File: src/rtl/ift_mem_req_queue.sv
// Taint-aware memory request queue between the core memory port and the SRAM model.
// Buffers up to Depth requests and relocates byte addresses to SRAM word addresses.
// Issues at most one request per cycle downstream. Each data-path field carries its
// taint sidecar through the queue.
// Ports:
//   clk_i, rst_ni          clock, asynchronous active-low reset
//   core_*_i / core_*_o    core request channel (req/gnt/addr/we/wdata/strb) and response
//                          channel (rvalid/rdata/err); *_t0 are the matching taints
//   sram_stall_i           downstream backpressure, blocks issue while high
//   sram_*_o               word-addressed SRAM request, driven combinationally from the head
//   sram_rdata_i(_t0)      SRAM read data, valid one cycle after a read issue
module ift_mem_req_queue #(
  parameter int unsigned Depth     = 4,
  parameter int unsigned AddrWidth = 64,
  parameter int unsigned DataWidth = 64,
  parameter int unsigned NumWords  = 1 << 20,
  parameter logic [AddrWidth-1:0] BaseAddr = AddrWidth'(64'h8000_0000),
  localparam int unsigned StrbWidth = DataWidth / 8
) (
  input  logic                 clk_i,
  input  logic                 rst_ni,
  input  logic                 core_req_i,
  output logic                 core_gnt_o,
  input  logic [AddrWidth-1:0] core_addr_i,
  input  logic                 core_we_i,
  input  logic [DataWidth-1:0] core_wdata_i,
  input  logic [StrbWidth-1:0] core_strb_i,
  input  logic                 core_req_i_t0,
  input  logic [AddrWidth-1:0] core_addr_i_t0,
  input  logic                 core_we_i_t0,
  input  logic [DataWidth-1:0] core_wdata_i_t0,
  input  logic [StrbWidth-1:0] core_strb_i_t0,
  output logic                 core_gnt_o_t0,
  output logic                 core_rvalid_o,
  output logic [DataWidth-1:0] core_rdata_o,
  output logic [DataWidth-1:0] core_rdata_o_t0,
  output logic                 core_err_o,
  input  logic                 sram_stall_i,
  output logic                 sram_req_o,
  output logic                 sram_write_o,
  output logic [AddrWidth-1:0] sram_addr_o,
  output logic [DataWidth-1:0] sram_wdata_o,
  output logic [DataWidth-1:0] sram_wmask_o,
  output logic                 sram_req_o_t0,
  output logic                 sram_write_o_t0,
  output logic [AddrWidth-1:0] sram_addr_o_t0,
  output logic [DataWidth-1:0] sram_wdata_o_t0,
  output logic [DataWidth-1:0] sram_wmask_o_t0,
  input  logic [DataWidth-1:0] sram_rdata_i,
  input  logic [DataWidth-1:0] sram_rdata_i_t0
);

  localparam int unsigned PtrW = (Depth > 1) ? $clog2(Depth) : 1;
  localparam int unsigned CntW = $clog2(Depth) + 1;
  localparam int unsigned OffW = $clog2(StrbWidth);

  // Entry storage, one slot per queue position
  logic [AddrWidth-1:0] r_addr     [Depth];
  logic [AddrWidth-1:0] r_addr_t0  [Depth];
  logic [DataWidth-1:0] r_wdata    [Depth];
  logic [DataWidth-1:0] r_wdata_t0 [Depth];
  logic [StrbWidth-1:0] r_strb     [Depth];
  logic [StrbWidth-1:0] r_strb_t0  [Depth];
  logic [Depth-1:0]     r_we;
  logic [Depth-1:0]     r_we_t0;
  logic [Depth-1:0]     r_req_t0;

  logic [PtrW-1:0] r_head;
  logic [PtrW-1:0] r_tail;
  logic [CntW-1:0] r_count;
  logic            r_rvalid;
  logic            r_rerr;

  logic                 w_push;
  logic                 w_pop;
  logic                 w_issue;
  logic                 w_in_range;
  logic [AddrWidth-1:0] w_word;
  logic [AddrWidth-1:0] w_head_addr;
  logic                 w_head_we;
  logic [DataWidth-1:0] w_wmask;
  logic [DataWidth-1:0] w_wmask_t0;

  // Grant is derived from the registered count only, so a same-cycle pop at full does not reopen it
  assign core_gnt_o    = (r_count != CntW'(Depth));
  assign core_gnt_o_t0 = 1'b0;

  assign w_push      = core_req_i & core_gnt_o;
  assign w_pop       = (r_count != '0) & ~sram_stall_i;
  assign w_head_addr = r_addr[r_head];
  assign w_head_we   = r_we[r_head];

  // Modular subtraction: addresses below BaseAddr wrap high and are caught by the >= test
  assign w_word     = (w_head_addr - BaseAddr) >> OffW;
  assign w_in_range = (w_head_addr >= BaseAddr) && (w_word < AddrWidth'(NumWords));
  assign w_issue    = w_pop & w_in_range;

  // Entry write port; payload needs no reset since count qualifies every read
  always_ff @(posedge clk_i) begin
    if (w_push) begin
      r_addr[r_tail]     <= core_addr_i;
      r_addr_t0[r_tail]  <= core_addr_i_t0;
      r_wdata[r_tail]    <= core_wdata_i;
      r_wdata_t0[r_tail] <= core_wdata_i_t0;
      r_strb[r_tail]     <= core_strb_i;
      r_strb_t0[r_tail]  <= core_strb_i_t0;
      r_we[r_tail]       <= core_we_i;
      r_we_t0[r_tail]    <= core_we_i_t0;
      r_req_t0[r_tail]   <= core_req_i_t0;
    end
  end

  // Pointers and occupancy; power-of-2 depth lets pointers wrap naturally
  always_ff @(posedge clk_i or negedge rst_ni) begin
    if (!rst_ni) begin
      r_head  <= '0;
      r_tail  <= '0;
      r_count <= '0;
    end else begin
      if (w_push) r_tail <= r_tail + PtrW'(1);
      if (w_pop)  r_head <= r_head + PtrW'(1);
      case ({w_push, w_pop})
        2'b10:   r_count <= r_count + CntW'(1);
        2'b01:   r_count <= r_count - CntW'(1);
        default: r_count <= r_count;
      endcase
    end
  end

  // Response tracking: one cycle after a read pops, flag whether it is a real or error response
  always_ff @(posedge clk_i or negedge rst_ni) begin
    if (!rst_ni) begin
      r_rvalid <= 1'b0;
      r_rerr   <= 1'b0;
    end else begin
      r_rvalid <= w_pop & ~w_head_we;
      r_rerr   <= w_pop & ~w_head_we & ~w_in_range;
    end
  end

  assign core_rvalid_o   = r_rvalid;
  assign core_err_o      = r_rerr;
  assign core_rdata_o    = (r_rvalid & ~r_rerr) ? sram_rdata_i    : '0;
  assign core_rdata_o_t0 = (r_rvalid & ~r_rerr) ? sram_rdata_i_t0 : '0;

  // Byte strobes to bit masks, data and taint alike
  always_comb begin
    w_wmask    = '0;
    w_wmask_t0 = '0;
    for (int i = 0; i < int'(StrbWidth); i++) begin
      w_wmask[i*8 +: 8]    = {8{r_strb[r_head][i]}};
      w_wmask_t0[i*8 +: 8] = {8{r_strb_t0[r_head][i]}};
    end
  end

  // Downstream request: head entry when issuing in range, all zero otherwise
  always_comb begin
    sram_req_o      = 1'b0;
    sram_write_o    = 1'b0;
    sram_addr_o     = '0;
    sram_wdata_o    = '0;
    sram_wmask_o    = '0;
    sram_req_o_t0   = 1'b0;
    sram_write_o_t0 = 1'b0;
    sram_addr_o_t0  = '0;
    sram_wdata_o_t0 = '0;
    sram_wmask_o_t0 = '0;
    if (w_issue) begin
      sram_req_o      = 1'b1;
      sram_write_o    = w_head_we;
      sram_addr_o     = w_word;
      sram_wdata_o    = r_wdata[r_head];
      sram_wmask_o    = w_wmask;
      sram_req_o_t0   = r_req_t0[r_head];
      sram_write_o_t0 = r_we_t0[r_head];
      sram_addr_o_t0  = r_addr_t0[r_head] >> OffW;
      sram_wdata_o_t0 = r_wdata_t0[r_head];
      sram_wmask_o_t0 = w_wmask_t0;
    end
  end

endmodule

File: config.mk
export PLATFORM = sky130hd
export DESIGN_NAME = ift_mem_req_queue
export DESIGN_NICKNAME = d
export VERILOG_FILES = /design/src/rtl/ift_mem_req_queue.sv
export SDC_FILE = /design/constraint.sdc
export NUM_CORES = 1
export LEC_CHECK = 0
export CORE_AREA = 5 5 358 360
export CTS_CLUSTER_SIZE = 14
export DETAILED_ROUTE_END_ITERATION = 6
export DIE_AREA = 0 0 363 365
export PLACE_DENSITY = 0.63
export SLEW_MARGIN = 20
export SYNTH_ARGS = -nofsm -noshare
export SYNTH_HDL_FRONTEND = slang
export SYNTH_SLANG_ARGS = --single-unit
File: constraint.sdc
create_clock -name clk_i -period 13.1 [get_ports clk_i]
set_clock_uncertainty 0.1 [all_clocks]
set_input_delay 1.31 -clock clk_i [delete_from_list [all_inputs] [get_ports clk_i]]
set_output_delay 1.31 -clock clk_i [all_outputs]
set_load 0.1 [all_outputs]
# == Yosys cells after proc, flatten, opt, wreduce, memory -nomap -nowiden ==
# Memory sizes are Yosys's and may differ from the RTL's.
# Index checks and enable logic that the tools add are counted.
# word_totals
output_inout_bits,520
memories,6
mem_bits_rw,1088
inputBits,407
register_bits,21
# classes
n_eq_ne,3
bitwise_logic,10
n_lt_le_gt_ge,5
muxes,26
add_sub_neg,5
reduce_logical,4
# memory_table
name,words,word_bits,rd,rd_ports_with_merged_regs,write_ports,line_no,text
r_addr,4,64,1,0,1,58,logic [AddrWidth-1:0] r_addr [Depth];
r_addr_t0,4,64,1,0,1,59,logic [AddrWidth-1:0] r_addr_t0 [Depth];
r_wdata,4,64,1,0,1,60,logic [DataWidth-1:0] r_wdata [Depth];
r_wdata_t0,4,64,1,0,1,61,logic [DataWidth-1:0] r_wdata_t0 [Depth];
r_strb,4,8,1,0,1,62,logic [StrbWidth-1:0] r_strb [Depth];
r_strb_t0,4,8,1,0,1,63,logic [StrbWidth-1:0] r_strb_t0 [Depth];
# op_table
operator,n
2-to-1 mux 64 bit,6
2-to-1 mux 61 bit,2
">= comparator 64 x 32 -> 1 bit, second input constant",1
"subtractor 64 x 32 -> 64 bit, second input constant",1
"< comparator 61 x 21 -> 1 bit, second input constant",1
bitwise mux 4 bit,3
2-to-1 mux 1 bit,10
AND 1 bit,6
binary-select mux 1 bit (select 2 bit),3
"< comparator 2 x 3 -> 1 bit, second input constant",2
one-hot mux 3 bit (2 select lines),1
"adder 2 x 1 -> 2 bit, second input constant",2
inverter 1 bit,4
"adder 3 x 1 -> 3 bit, second input constant",1
"!= test 3 bit, second input constant",1
nonzero test 3 bit,1
"subtractor 3 x 1 -> 3 bit, second input constant",1
demux 1 bit (select 2 bit),1
"== test 2 x 1 -> 1 bit, second input constant",1
"== test 2 bit, second input constant",1
">= comparator 2 x 1 -> 1 bit, second input constant",1
logical AND 1 bit,2
nonzero test 2 bit,1

# == Longest topological paths before layout ==
# Gate-level depths: netlist (run 1).
# An unclocked memory read counts as a cell.
# logic_depth
word_depth,6
mapped_depth,16

# == Least setup slack after synthesis (run 1) ==
# Ideal clock, no wire load.
# synth_path
kind,register to register
from,register r_count[0]
to,"memory r_addr[0][10], enable pin"
path_slack_ns,4.769
path_buffers,0
arrival_ns,7.564
stages_incl_launch_ff,4
synth_period_minus_slack_ns,8.331
required_ns,12.333
cell_sequence,dfrtp_1 -> inv_1 -> nand3_1 -> and3_1
# synth_via
elab_chain_len,4
# synth_rtl
item,line_no,text
from (decl),70,logic [CntW-1:0] r_count;
from (signal assigned),123,2'b10: r_count <= r_count + CntW'(1);
from (signal assigned),124,2'b01: r_count <= r_count - CntW'(1);
from (signal assigned),125,default: r_count <= r_count;
!= test 3 bit,85,assign core_gnt_o = (r_count != CntW'(Depth));
net core_gnt_o,23,"output logic core_gnt_o,"
AND 1 bit,88,assign w_push = core_req_i & core_gnt_o;
2-to-1 mux 1 bit,100,if (w_push) begin
2-to-1 mux 1 bit (not written as such),101,r_addr[r_tail] <= core_addr_i;
to (decl),58,
# The timed path passes the listed nets, and every way through them passes these cells.

# == Final worst setup path (run 1) ==
# layout_path
from,register r_head[0]
to,output sram_wmask_o[35]
# layout_via
elab_chain_len,6
elab_cells_between_ends,8
classes_between,add/sub: 1; order compare: 2; mux: 1; bitwise: 1; reduce/logical: 1; memory: 2
# layout_rtl
item,line_no,text
from (decl),68,logic [PtrW-1:0] r_head;
from (signal assigned),121,if (w_pop) r_head <= r_head + PtrW'(1);
memory (4 x 64 bit),-,
subtractor 64 x 32 -> 64 bit,94,assign w_word = (w_head_addr - BaseAddr) >> OffW;
< comparator 61 x 21 -> 1 bit,95,assign w_in_range = (w_head_addr >= BaseAddr) && (w_word < AddrWidth'(NumWords));
logical AND 1 bit,95,
AND 1 bit,96,assign w_issue = w_pop & w_in_range;
2-to-1 mux 64 bit (*),168,if (w_issue) begin
to (decl),43,"output logic [DataWidth-1:0] sram_wmask_o,"
# Mark *: on every way between the ends. The rest lies on a longest branch, timed or not.

==> results of run 1 <==
==> layout make-up <==
cell class,count,area share
flip-flops and latches,1085,0.5584
inverters,10,0.0007729
multi-input cells,1029,0.1829
clock buffers,132,0.04992
repair buffers,905,0.1549
clock inverters,74,0.01672
well taps,1650,0.03542
diodes,21,0.0009017
==> logic make-up (layout without fill, tap and decap cells) <==
| logic type | count (synthesis) | in the layout | synth area share |
|---|---|---|---|
| buffers and inverters | 321 | 1121 | 0.04500 |
| and+or+nand+nor | 676 | 676 | 0.09573 |
| DFF | 1085 | 1085 | 0.7228 |
| xor gates and xnor gates | 9 | 9 | 0.001751 |
| AOI/OAI and AO/OA | 29 | 29 | 0.004558 |
| adders and majority gates | 7 | 7 | 0.002112 |
| other | 1 | 69 | 0.00008331 |
| muxes | 260 | 260 | 0.1279 |
==> path summary, 6_finish.rpt <==
check | startpoint | endpoint | slack, ns | cells past startpoint
max in group asynchronous | rst_ni | r_head[1]$_DFFE_PN0P_ | 11.68 | 1
min in group asynchronous | rst_ni | r_head[0]$_DFFE_PN0P_ | 0.86 | 1
min reg2reg | r_count[2]$_DFFE_PN0P_ | r_count[2]$_DFFE_PN0P_ | 0.41 | 1
max | r_head[0]$_DFFE_PN0P_ | sram_wmask_o[35] | 3.17 | 14
min | r_count[2]$_DFFE_PN0P_ | r_count[2]$_DFFE_PN0P_ | 0.41 | 1
max reg2reg | r_head[0]$_DFFE_PN0P_ | core_err_o$_DFF_PN0_ | 7.45 | 12
==> critical path, delay by kind of cell, from the launching register on <==
| kind | cells | cell delay (ns) |
|---|---|---|
| flops | 1 | 0.99 |
| mux | 1 | 0.64 |
| simple gates | 6 | 2.14 |
| fa+ha+maj | 1 | 0.20 |
| compound gates | 1 | 0.43 |
| buf+inv | 5 | 3.07 |
==> flip-flops by register name, summed over array words and instances (netlist names) <==
| name | cells |
|---|---|
| r_count | 3 |
| r_wdata | 256 |
| r_we | 4 |
| r_tail | 2 |
| core_err_o | 1 |
| r_strb_t0 | 32 |
| r_we_t0 | 4 |
| r_strb | 32 |
| r_addr_t0 | 244 |
| r_addr | 244 |
| core_rvalid_o | 1 |
| r_req_t0 | 4 |
| r_head | 2 |
| r_wdata_t0 | 256 |
==> per-stage QoR <==
step,util,setup WS [ns],instances
after detailed placement,0.4355,3.908,4679
after global routing,0.4669,2.651,4895
final,0.4671,3.169,4906
after global placement,0.4355,3.894,4679
after floorplan,-,4.769,2435
after CTS,0.4667,3.099,4885
==> cells in the final DEF (no fill, tap or decap), drive strengths merged, types with 3 or more instances in the layout <==
| cell type | instances |
|---|---|
| edfxtp | 1076 |
| clkdlybuf4s50 | 858 |
| mux4 | 252 |
| nor3 | 247 |
| nand2 | 234 |
| clkbuf | 132 |
| and2 | 129 |
| conb | 48 |
| buf | 47 |
| clkinv | 46 |
| nor2 | 22 |
| diode | 21 |
| bufinv | 19 |
| inv | 14 |
| nor4 | 12 |
| dfrtp | 9 |
| a21oi | 7 |
| ha | 6 |
| mux2i | 5 |
| xnor2 | 5 |
| clkinvlp | 5 |
| and3 | 5 |
| o21ai | 5 |
| nand3 | 4 |
| nor4b | 4 |
| xor2 | 4 |
| o31a | 4 |
| or3 | 3 |
| mux2 | 3 |
| or4 | 3 |
==> report_power, final <==
group	internal (mW)	total, mW	leakage [nW]	switching, mW
clock network	1.97	3.30	1.89	1.33
logic	1.31	3.78	6.35	2.46
registers	4.57	4.77	9.96	0.195
==> layer usage <==
| layer | up-vias | share of wire | track usage |
|---|---|---|---|
| met2 | 803 | 0.52 | 0.3173 |
| met3 | 172 | 0.077 | 0.05265 |
| li1 | 10700 | - | - |
| met5 | - | 0.0014 | 0 |
| met1 | 12510 | 0.38 | 0.2138 |
| met4 | 26 | 0.024 | 0.04884 |
==> out/results.tsv, run 1 <==
stage	metric	value	unit
detailed_routing	final wirelength	123.0	mm
detailed_routing	1st-iter DRT viols	1594	
sta	final hold vios	0	
cts	CTS tree	yes	
power_and_ir_drop	Pwr Total	11.84	mW
setup_path	critical path startpoint category	flop	
setup_path	CP endpoint kind	output pin	
logic_synthesis	ys async rst share	0.008295	
logic_synthesis	top post-synthesis cells by area	edfxtp_1 (72%), mux4_2 (13%), nor3_2 (4.4%), buf_4 (2.9%), nand2_1 (2.0%)	
logic_synthesis	area share of the leading cell type in the synthesized netlist	0.7178	
cells_and_area	Seq. cell area	32540	µm²
worst_hold_path	HP Class	flop to flop	
floorplan	Die Y	365	µm
placed_design	Final Wtd Congestion	0.7778	
cts	# hold bufs at CTS	0	
global_route	total global-route track usage	0.1790	
cts	Worst-path clk slew	0.06	ns
logic_synthesis	synthesis-stage register bit count	1085	
cells_and_area	Fillers	10630	
setup_path	most frequent CP cell	buf_4	
cts	CTS buffer count	111	
cts	htree depth	3	
sta	Max Freq	0.1007	GHz
detailed_routing	Vias	24210	
global_route	largest net degree at the start of global routing	139	
cts	Worst-Skew Late Latency	0.70	ns
detailed_routing	WL per Instance	25.07	µm
flow_run	max_cap viols	0	
floorplan	FP Rows	130	
cts	setup bufs post-CTS	0	
placed_design	Cell Area, Placed	54340	µm²
sta	final period utilization	0.7581	
power_and_ir_drop	worst vdd ir	0.1720	mV
setup_path	slowest CP cell	clkdlybuf4s50_1	
detailed_routing	vias per inst	4.935	
cts	CTS Sinks	1085	
cells_and_area	Final Instance Area	58280	µm²
setup_path	Slowest Stage Delay on Critical Path	1.24	ns
logic_synthesis	Mapped Cells	2388	
global_route	initial antenna violation count	38	
setup_path	CP arrival	8.52	ns
floorplan	Top-Level Pins	927	
power_and_ir_drop	Power Density	203.2	nW/µm²
cells_and_area	area of the multi-input gates	10660	µm²
sta	fin. max-slew vios	0	
logic_synthesis	Netlist cell types	54	
cts	clk root buf	clkbuf_16	
sta	Min Hold Slack	0.4061	ns
logic_synthesis	number of synthesized flops with an enable pin	1076	
setup_path	critical path class	flop to output pin	
placed_design	post-DP HPWL	81.96	mm
logic_synthesis	sequential fraction of the synthesis area	0.7228	
sta	RSZ-0062 raised after global routing	no	
logic_synthesis	most instantiated library cell after synthesis	edfxtp_1	
floorplan	die area	132500	µm²
cells_and_area	Total Nets Final	3556	
logic_synthesis	Cell Area, Synth	45010	µm²
sta	worst slew pin tran	1.151	ns
power_and_ir_drop	Leak Pwr	18.19	nW
detailed_routing	residual DRC count	0	
logic_synthesis	Commonest cells post-synth	edfxtp_1 (1,076), mux4_2 (252), nand2_1 (234), nor3_2 (199), buf_4 (172)	
cts	CTS-repair resized insts	0	
floorplan	Die Width	363	µm
global_route	grt total ovfl	0	
global_route	first-pass GRT wire length	174.8	mm
cells_and_area	Syn-to-layout area delta	29.47	%
placed_design	port bufs	872	
status	status	finished, final reports clean	
logic_synthesis	largest area contributor in the netlist	edfxtp_1	
logic_synthesis	Yosys warnings	0	
sta	setup TNS	0	ns
sta	Rel. slew slack	0.2300	
cts	Max Root-Sink Buffers	3	
sta	Setup violations, final	0	
logic_synthesis	syn avg cell area	18.85	µm²
setup_path	worst-path fanout max	92	
logic_synthesis	top_reg_cell synth	edfxtp_1	
floorplan	initial core utilization	0.3608	
sta	min Tclk post-route	9.931	ns
cells_and_area	fraction of layout cells with a size suffix above 1	0.2111	
setup_path	worst path required time	11.69	ns
global_route	vias in the first global route	25090	
detailed_routing	DRT antenna net count	0	
floorplan	Core ar.	124800	µm²
setup_path	cells along the critical path	buf_4, mux4_2, inv_1, ha_1, nand2_1, nor3_1, nor2_1, o41a_1, nor4_1, nand4_1, buf_4, buf_12, nor3_2, clkdlybuf4s50_1	
detailed_routing	drt first pass iters	5	
No activity file was read; power rests on OpenSTA's default activity.
==> inputs of run 2 (changes only) <==
--- a/config.mk
+++ b/config.mk
@@ -5,11 +5,11 @@
 export SDC_FILE = /design/constraint.sdc
 export NUM_CORES = 1
 export LEC_CHECK = 0
-export CORE_AREA = 5 5 358 360
+export CORE_AREA = 5 5 355 357
 export CTS_CLUSTER_SIZE = 14
 export DETAILED_ROUTE_END_ITERATION = 6
-export DIE_AREA = 0 0 363 365
-export PLACE_DENSITY = 0.63
+export DIE_AREA = 0 0 360 362
+export PLACE_DENSITY = 0.66
 export SLEW_MARGIN = 20
 export SYNTH_ARGS = -nofsm -noshare
 export SYNTH_HDL_FRONTEND = slang
==> constraint.sdc (replaced) <==
create_clock -name clk_i -period 8.1 [get_ports clk_i]
set_clock_uncertainty 0.1 [all_clocks]
set_input_delay 0.81 -clock clk_i [delete_from_list [all_inputs] [get_ports clk_i]]
set_output_delay 0.81 -clock clk_i [all_outputs]
set_load 0.1 [all_outputs]
==> run 2 against run 1 <==
  * Flip-flop and latch count unchanged
  * Sequential share of layout area up 0.71 points
  * Core utilization up 0.20 points
  * Clock power up 55%
  * Critical path depth down 4
==> out/results.tsv, run 2 (synthesis results as in run 1) <==
stage	metric	value	unit
detailed_routing	final wirelength	121.9	mm
setup_path	internal reg-to-reg setup slack	3.78	ns
power_and_ir_drop	worst vdd ir	0.2453	mV
floorplan	initial core utilization	0.3670	
floorplan	Die Y	362	µm
detailed_routing	residual DRC count	0	
sta	RSZ-0062 raised after global routing	no	
cells_and_area	biggest regs	r_wdata (256), r_wdata_t0 (256)	
setup_path	critical path class	flop to output pin	
floorplan	die area	130300	µm²
floorplan	Die Width	360	µm
sta	final hold vios	0	
sta	final period utilization	0.8882	
global_route	grt total ovfl	0	
detailed_routing	WL per Instance	24.93	µm
setup_path	critical path startpoint category	flop	
setup_path	r2r endpoint	core_err_o$_DFF_PN0_	
global_route	initial antenna violation count	40	
placed_design	post-DP HPWL	81.89	mm
setup_path	CP arrival	6.28	ns
setup_path	worst-path fanout max	42	
setup_path	worst path required time	7.19	ns
cts	# hold bufs at CTS	0	
placed_design	port bufs	872	
detailed_routing	Vias	24120	
cells_and_area	most common cell after layout, fill and taps aside	edfxtp_1	
cells_and_area	Total Nets Final	3560	
sta	Max Freq	0.1390	GHz
status	status	finished, final reports clean	
cells_and_area	Fillers	10370	
cells_and_area	fraction of layout cells with a size suffix above 1	0.3019	
cts	Worst-path clk slew	0.06	ns
cells_and_area	area of the multi-input gates	10660	µm²
flow_run	max_cap viols	0	
cts	CTS-repair resized insts	0	
setup_path	reg2reg start	r_head[0]$_DFFE_PN0P_	
sta	Rel. slew slack	0.2239	
cts	CTS Sinks	1085	
floorplan	FP Rows	129	
global_route	vias in the first global route	24880	
detailed_routing	1st-iter DRT viols	1584	
sta	fin. max-slew vios	0	
setup_path	CP endpoint kind	output pin	
cts	CTS tree	yes	
detailed_routing	DRT antenna net count	0	
global_route	largest net degree at the start of global routing	129	
cells_and_area	Seq. cell area	32540	µm²
sta	Min Hold Slack	0.3885	ns
detailed_routing	vias per inst	4.931	
cells_and_area	Syn-to-layout area delta	27.85	%
floorplan	Top-Level Pins	927	
detailed_routing	drt first pass iters	5	
worst_hold_path	HP Class	primary input to asynchronous set/reset pin	
sta	setup TNS	0	ns
sta	min Tclk post-route	7.194	ns
setup_path	worst r2r path cells	8	
sta	Setup violations, final	0	
cts	setup bufs post-CTS	0	
power_and_ir_drop	Leak Pwr	18.79	nW
cts	CTS buffer count	112	
floorplan	Core ar.	122700	µm²
sta	worst slew pin tran	1.164	ns
global_route	total global-route track usage	0.1814	
global_route	first-pass GRT wire length	174.6	mm
power_and_ir_drop	Power Density	328.1	nW/µm²
cts	Max Root-Sink Buffers	3	
cts	clk root buf	clkbuf_16	
cts	htree depth	3	
cts	Worst-Skew Late Latency	0.71	ns
cells_and_area	most frequent cells in the layout	edfxtp_1 (1,076), clkdlybuf4s50_1 (553), buf_4 (328), mux4_2 (252), nand2_1 (234)	
placed_design	Final Wtd Congestion	0.8212	
[run 2: layout make-up]
cell class / count / area share
inverter: 10 / 0.0007827
multi-input combinational: 1029 / 0.1851
tap: 1637 / 0.03559
timing repair buffer: 908 / 0.1484
clock inverter: 74 / 0.01350
antenna: 15 / 0.0006522
sequential: 1085 / 0.5655
clock buffer: 134 / 0.05050
[run 2: worst max-delay path by stage]
stage | startpoint | endpoint | slack [ns] | cells after the start
6_report | r_head[0]$_DFFE_PN0P_ | sram_wdata_o_t0[18] | 0.91 | 10
5_1_grt | r_head[0]$_DFFE_PN0P_ | sram_wdata_o_t0[30] | 0.62 | 10
4_1_cts | r_head[0]$_DFFE_PN0P_ | sram_wdata_o_t0[18] | 0.80 | 10
3_5_place_dp | r_head[0]$_DFFE_PN0P_ | sram_wdata_o_t0[18] | 1.58 | 10
3_3_place_gp | r_head[0]$_DFFE_PN0P_ | sram_wdata_o_t0[30] | 1.62 | 10
2_1_floorplan | r_head[1]$_DFFE_PN0P_ | sram_wmask_o[57] | 0.70 | 15
[run 2: power breakdown]
group	switching, mW	leakage (nW)	internal [mW]
clock network	2.12	1.80	2.98
logic	3.95	7.03	2.13
registers	0.305	9.96	7.40
total	6.38	18.8	12.5
[run 2: metrics by stage]
step           worst slack, ns  utilization  instance area, µm²  instances  power [mW]
6_report                0.9056       0.4692               57550       4892       18.88
5_1_grt                 0.6186       0.4690               57530       4883       19.76
4_1_cts                 0.7975       0.4689               57510       4877       19.19
3_5_place_dp             1.585       0.4388               53830       4669       14.04
3_3_place_gp             1.618       0.4388               53830       4669       13.99
2_1_floorplan           0.6955            -               45190       2435       12.36
[run 2: layer usage]
layer | vias to the layer above | routed length (µm) | GRT usage
met5 | - | 212 | 0
met4 | 30 | 3933 | 0.06131
met3 | 167 | 9189 | 0.05579
met2 | 804 | 62980 | 0.3168
met1 | 12420 | 45630 | 0.2143
li1 | 10700 | - | -
[run 2: worst max-delay path: stages, from the launching register on]
cell,delay (ns)
dfrtp_4,0.92
mux4_2,0.69
or4_4,0.60
or3b_1,0.46
o31a_1,0.30
nor4_1,0.33
nand4_1,0.25
buf_12,0.28
buf_4,0.32
nor3_2,0.25
clkdlybuf4s50_1,1.16
